==> src/rtl/serial_adder_pkg.sv <==
// Shared types and constants for the bit-serial adder/subtractor.
package serial_adder_pkg;

  typedef enum logic [1:0] {
    IDLE = 2'd0,
    RUN  = 2'd1,
    DONE = 2'd2
  } state_e;

  localparam int DEFAULT_WIDTH = 32;

endpackage

==> src/rtl/serial_adder_fa.sv <==
// One-bit gate-level full adder cell; the only carry logic in the serial adder.
module structuralFullAdder (
  input  logic a_i,
  input  logic b_i,
  input  logic cin_i,
  output wire  s_o,
  output wire  cout_o
);

  wire axb_s;
  wire ab_s;
  wire cx_s;

  xor g_axb  (axb_s, a_i, b_i);
  xor g_sum  (s_o, axb_s, cin_i);
  and g_ab   (ab_s, a_i, b_i);
  and g_cx   (cx_s, axb_s, cin_i);
  or  g_cout (cout_o, ab_s, cx_s);

endmodule

==> src/rtl/serial_adder.sv <==
// Bit-serial two's-complement adder/subtractor: one bit pair per clock, LSB first,
// through a single full-adder cell, result returned over a valid/ready handshake.
module serial_adder
  import serial_adder_pkg::*;
#(
  parameter int WIDTH = DEFAULT_WIDTH
) (
  input  logic             clk,
  input  logic             rst_n,
  input  logic             in_valid,
  output logic             in_ready,
  input  logic [WIDTH-1:0] a,
  input  logic [WIDTH-1:0] b,
  input  logic             sub,
  output logic             out_valid,
  input  logic             out_ready,
  output logic [WIDTH-1:0] sum,
  output logic             carryout,
  output logic             overflow,
  output logic             zero
);

  localparam int CNT_W = $clog2(WIDTH);
  localparam logic [CNT_W-1:0] CNT_MSB_CIN = CNT_W'(WIDTH - 2);
  localparam logic [CNT_W-1:0] CNT_LAST    = CNT_W'(WIDTH - 1);

  state_e           state_q;
  logic [WIDTH-1:0] a_sr_q;
  logic [WIDTH-1:0] b_sr_q;
  logic [WIDTH-1:0] sum_sr_q;
  logic [CNT_W-1:0] bit_cnt_q;
  logic             carry_q;
  logic             msb_cin_q;
  logic             carryout_q;
  logic             overflow_q;

  logic [WIDTH-1:0] a_sr_d;
  logic [WIDTH-1:0] b_sr_d;
  logic [WIDTH-1:0] sum_sr_d;
  logic [CNT_W-1:0] bit_cnt_d;
  wire              fa_sum_s;
  wire              fa_cout_s;

  structuralFullAdder u_fa (
    .a_i    (a_sr_q[0]),
    .b_i    (b_sr_q[0]),
    .cin_i  (carry_q),
    .s_o    (fa_sum_s),
    .cout_o (fa_cout_s)
  );

  // Operands drain right; each new sum bit enters at the MSB so the result ends LSB-aligned.
  assign a_sr_d    = {1'b0, a_sr_q[WIDTH-1:1]};
  assign b_sr_d    = {1'b0, b_sr_q[WIDTH-1:1]};
  assign sum_sr_d  = {fa_sum_s, sum_sr_q[WIDTH-1:1]};
  assign bit_cnt_d = bit_cnt_q + {{(CNT_W-1){1'b0}}, 1'b1};

  // Control FSM and datapath registers.
  always_ff @(posedge clk or negedge rst_n) begin
    if (!rst_n) begin
      state_q    <= IDLE;
      a_sr_q     <= {WIDTH{1'b0}};
      b_sr_q     <= {WIDTH{1'b0}};
      sum_sr_q   <= {WIDTH{1'b0}};
      bit_cnt_q  <= {CNT_W{1'b0}};
      carry_q    <= 1'b0;
      msb_cin_q  <= 1'b0;
      carryout_q <= 1'b0;
      overflow_q <= 1'b0;
    end else begin
      case (state_q)
        IDLE: begin
          if (in_valid) begin
            a_sr_q    <= a;
            b_sr_q    <= sub ? ~b : b;
            carry_q   <= sub;
            bit_cnt_q <= {CNT_W{1'b0}};
            state_q   <= RUN;
          end
        end
        RUN: begin
          sum_sr_q  <= sum_sr_d;
          a_sr_q    <= a_sr_d;
          b_sr_q    <= b_sr_d;
          carry_q   <= fa_cout_s;
          bit_cnt_q <= bit_cnt_d;
          if (bit_cnt_q == CNT_MSB_CIN) begin
            msb_cin_q <= fa_cout_s;
          end
          if (bit_cnt_q == CNT_LAST) begin
            carryout_q <= fa_cout_s;
            overflow_q <= msb_cin_q ^ fa_cout_s;
            state_q    <= DONE;
          end
        end
        DONE: begin
          if (out_ready) begin
            state_q <= IDLE;
          end
        end
        default: begin
          state_q <= IDLE;
        end
      endcase
    end
  end

  assign in_ready  = (state_q == IDLE);
  assign out_valid = (state_q == DONE);
  assign sum       = sum_sr_q;
  assign carryout  = carryout_q;
  assign overflow  = overflow_q;
  assign zero      = (sum_sr_q == {WIDTH{1'b0}});

endmodule
==> config.mk <==
export PLATFORM = sky130hd
export DESIGN_NAME = serial_adder
export DESIGN_NICKNAME = d
export VERILOG_FILES = /design/src/rtl/serial_adder_pkg.sv /design/src/rtl/serial_adder_fa.sv /design/src/rtl/serial_adder.sv
export SDC_FILE = /design/constraint.sdc
export NUM_CORES = 1
export LEC_CHECK = 0
export CAP_MARGIN = 25
export CORE_MARGIN = 3
export CORE_UTILIZATION = 47
export DETAILED_ROUTE_END_ITERATION = 8
export PLACE_DENSITY = 0.87
export SYNTH_ARGS = -nofsm -noshare
export SYNTH_HDL_FRONTEND = slang
export SYNTH_SLANG_ARGS = --single-unit
==> constraint.sdc <==
create_clock -name clk -period 1.37 [get_ports clk]
set_input_delay 0.411 -clock clk [delete_from_list [all_inputs] [get_ports clk]]
set_output_delay 0.411 -clock clk [all_outputs]
set_load 0.01 [all_outputs]
==> impl_metrics.ini, run 1 <==
[global_route]
grt_pass1_wl_mm = 28.3
antenna_found_initial = 1
grt_usage = 0.282
grt-ovfl-total = 0
grt_max_degree = 72
grt_pass1_vias = 5451

[layout]
final_layout_size_suffix_gt1_frac = 0.438
syn_to_final_growth_pct = 72.5
final_cell_area_mm2 = 0.00904
nFillCells = 427
nets = 832
post-route-util = 0.853
fin_cells = 901

[setup_path]
r2r_slack_ns = -0.35
worstSetupPathType = flip-flop to output port
worstReg2RegEnd = b_sr_q[23]
rr_startpoint = state_q[0]
startpoint = sum[5]
worstSetupEndpointType = output port
rr_worst_depth = 5
arrival_ns = 1.66
cp-start-kind = flip-flop
cp-endpoint = zero
required_ns = 0.96
crit_fanout = 2

[placement]
io_buffers = 105
gp_congestion = 0.832
pre_cts_ws_ns = -0.598
dpl-instance-area_mm2 = 0.00686
dp_hpwl_mm = 9.14
dp_cells = 821

[timing]
rsz0062_at_grt = yes
clock.fmax_ghz = 0.482
slew_violations = 0
min_period_ns = 2.07
holdWs_ns = 0.0312
hold_violations = 0
timing.slew.headroom = 0.652
skew_ns = 0.0152
setup_viol = 132
worst_slew_pin_slew_ns = 0.521
post-route-period-util = 1.51
worst_slack_ns = -0.703

[synth]
syn_inst = 560
ys.flop_type = dfrtp_1
synth.distinct_cells = 32
synth_area_mm2 = 0.00524
yosysTopAreaCellShare = 0.511
ys_seq_elements = 107
syn-num-nets = 633
yosysSeqAreaShare = 0.511
synth.most_common_cell = nand2_1
yosys_warnings = 0
synth_area_leaders = dfrtp_1, nand2_1, xnor2_1
async_flop_share = 1.00
syn_area_per_cell_um2 = 9.36
netlist_top_cells_count = nand2_1, dfrtp_1, o21ai_0
yosys.area.top_type = dfrtp_1
synth-edff-count = 0

[die]
rows = 37
io_pins = 106
dieArea_mm2 = 0.0125
die_y_um = 112
core_area_mm2 = 0.0106
initial_core_util = 0.495
die_w_um = 112

[outcome]
violations = setup timing
status = complete, but fails checks

[clocking]
clock_latency_ns = 0.38
numCtsBuffers = 9
cts_tree = done
clock-root-buffer = clkbuf_8
clkTransAtPathRegs_ns = 0.11
clock-sinks = 107
clock_path_buffers = 2
holdBufCountCts = 0
htreeDepth = 3

[drt]
vias_per_cell = 6.30
drc = 0
num_vias = 5679
first_iter_violations = 582
finalWirelength_mm = 22.0
ant_nets = 0
wl_per_cell_um = 24.4
firstDrtPassIters = 5

[power]
power.leakage_uw = 0.00388
combPwrFrac = 0.574
netSwitchingPower_uw = 7410
p_per_area_mw_per_mm2 = 2060
vdd_drop_max_mv = 1.40
power_frac_seq = 0.304
swShare = 0.398
internal_power_uw = 11200
clkPwrFrac = 0.122

[run]
drv_cap = 0

[hold_path]
min_path_type = input pin to async pin
-- worst min-delay path by stage --
| stage | start | to | slack [ns] | cells past startpoint |
|---|---|---|---|---|
| final | rst_n | sum[6] | 0.03 | 2 |
| after global routing | rst_n | sum[6] | 0.05 | 2 |
| after CTS | rst_n | sum[2] | 0.07 | 2 |
| after detailed placement | rst_n | sum[6] | 0.47 | 2 |
| after global placement | rst_n | sum[15] | 0.46 | 2 |
| after floorplan | rst_n | a_sr_q[0] | 0.12 | 0 |
-- cell families (layout without fill, tap and decap cells) --
logic type               after synthesis  after routing  share of synthesized area
other                                  0              1                          0
AO/OA/AOI/OAI                        150            150                      0.192
buffers and inverters                 59            263                     0.0496
multiplexers                           5              5                     0.0103
adder cells (fa/ha/maj)                4              4                     0.0110
flip-flops                           107            107                      0.511
XOR/XNOR                              33             33                     0.0551
AND/OR/NAND/NOR                      202            202                      0.171
-- timing repair --
action / 4_1_cts / 5_1_grt
gates resized for setup: 348 / 137
setup buffers: 31 / 25
gates cloned: 13 / 6
endpoints found under the setup margin: 140 / 141
endpoints found under the hold margin: 0 / 0
pin swaps: 59 / 45
-- cell usage in the layout (no fill, tap or decap), types with 4 or more instances in the layout --
cell type	count
buf_12	10
clkbuf_16	5
a21oi_2	4
inv_1	9
o32ai_4	7
o221ai_2	13
xnor2_1	31
nand2_4	26
clkdlybuf4s50_1	65
buf_16	10
o21ai_1	33
a221o_1	10
a22oi_2	23
a22oi_1	13
nand2_2	33
dfrtp_2	4
a21oi_1	29
nor2b_1	34
buf_4	49
clkbuf_8	11
o221ai_4	4
nor4_2	6
o211ai_1	4
nand2_1	81
dfrtp_1	103
buf_6	85
buf_2	6
buf_8	4
-- worst max-delay path, cell delays in order (launching register included) --
cell,delay (ns)
dfrtp_1,0.44
nor4_4,0.35
nand4_1,0.22
nor2_2,0.14
buf_2,0.14
-- per-layer routing --
metal	share of wire	global-route usage	routed length (um)	vias to the layer above
met5	0	0	0	-
li1	-	-	-	2354
met4	0.062	0.107	1360	0
met2	0.51	0.494	11100	416
met1	0.36	0.347	7910	2789
met3	0.073	0.0500	1600	120
-- per-stage QoR --
stage / total power, uW / TNS (ns)
2_1_floorplan: 8110 / -0.0684
3_3_place_gp: 10700 / -8.32
3_5_place_dp: 11100 / -11.86
4_1_cts: 15800 / -10.95
5_1_grt: 19300 / -22.06
6_report: 18600 / -18.25
-- power groups by stage --
stage	logic, uW	clock network, uW	registers [uW]
final	10700	2280	5650
after floorplan	2700	0	5410
after detailed placement	5850	0	5220
after global routing	11200	2400	5730
after CTS	8290	2210	5340
after global placement	5590	0	5120
-- final cells by class --
cell class                      instances  area (um2)  area share
Multi-Input combinational cell        394        3220       0.356
Sequential cell                       107        2680       0.297
Tap cell                              136         170      0.0188
Inverter                               12        47.5     0.00526
Antenna cell                            1        2.50    0.000277
Clock inverter                          4        72.6     0.00802
Clock buffer                           12         155      0.0172
Timing Repair Buffer                  235        2700       0.298
-- flip-flops by register name, summed over array words and instances, names as in the netlist --
register and cells:
a_sr_q 32, b_sr_q 32, sum 32, bit_cnt_q 5, state_q 2, carry_q 1
carryout 1, msb_cin_q 1, overflow 1
Power figures use the tool's default switching activity.
==> run 2: changes to the inputs <==
--- a/config.mk
+++ b/config.mk
@@ -5,6 +5,7 @@
 export SDC_FILE = /design/constraint.sdc
 export NUM_CORES = 1
 export LEC_CHECK = 0
+export ABC_CLOCK_PERIOD_IN_PS = 1370
 export CAP_MARGIN = 25
 export CORE_MARGIN = 3
 export CORE_UTILIZATION = 47
==> results of run 2 <==
The final DEF is identical to that of run 1; final timing and power are the same.
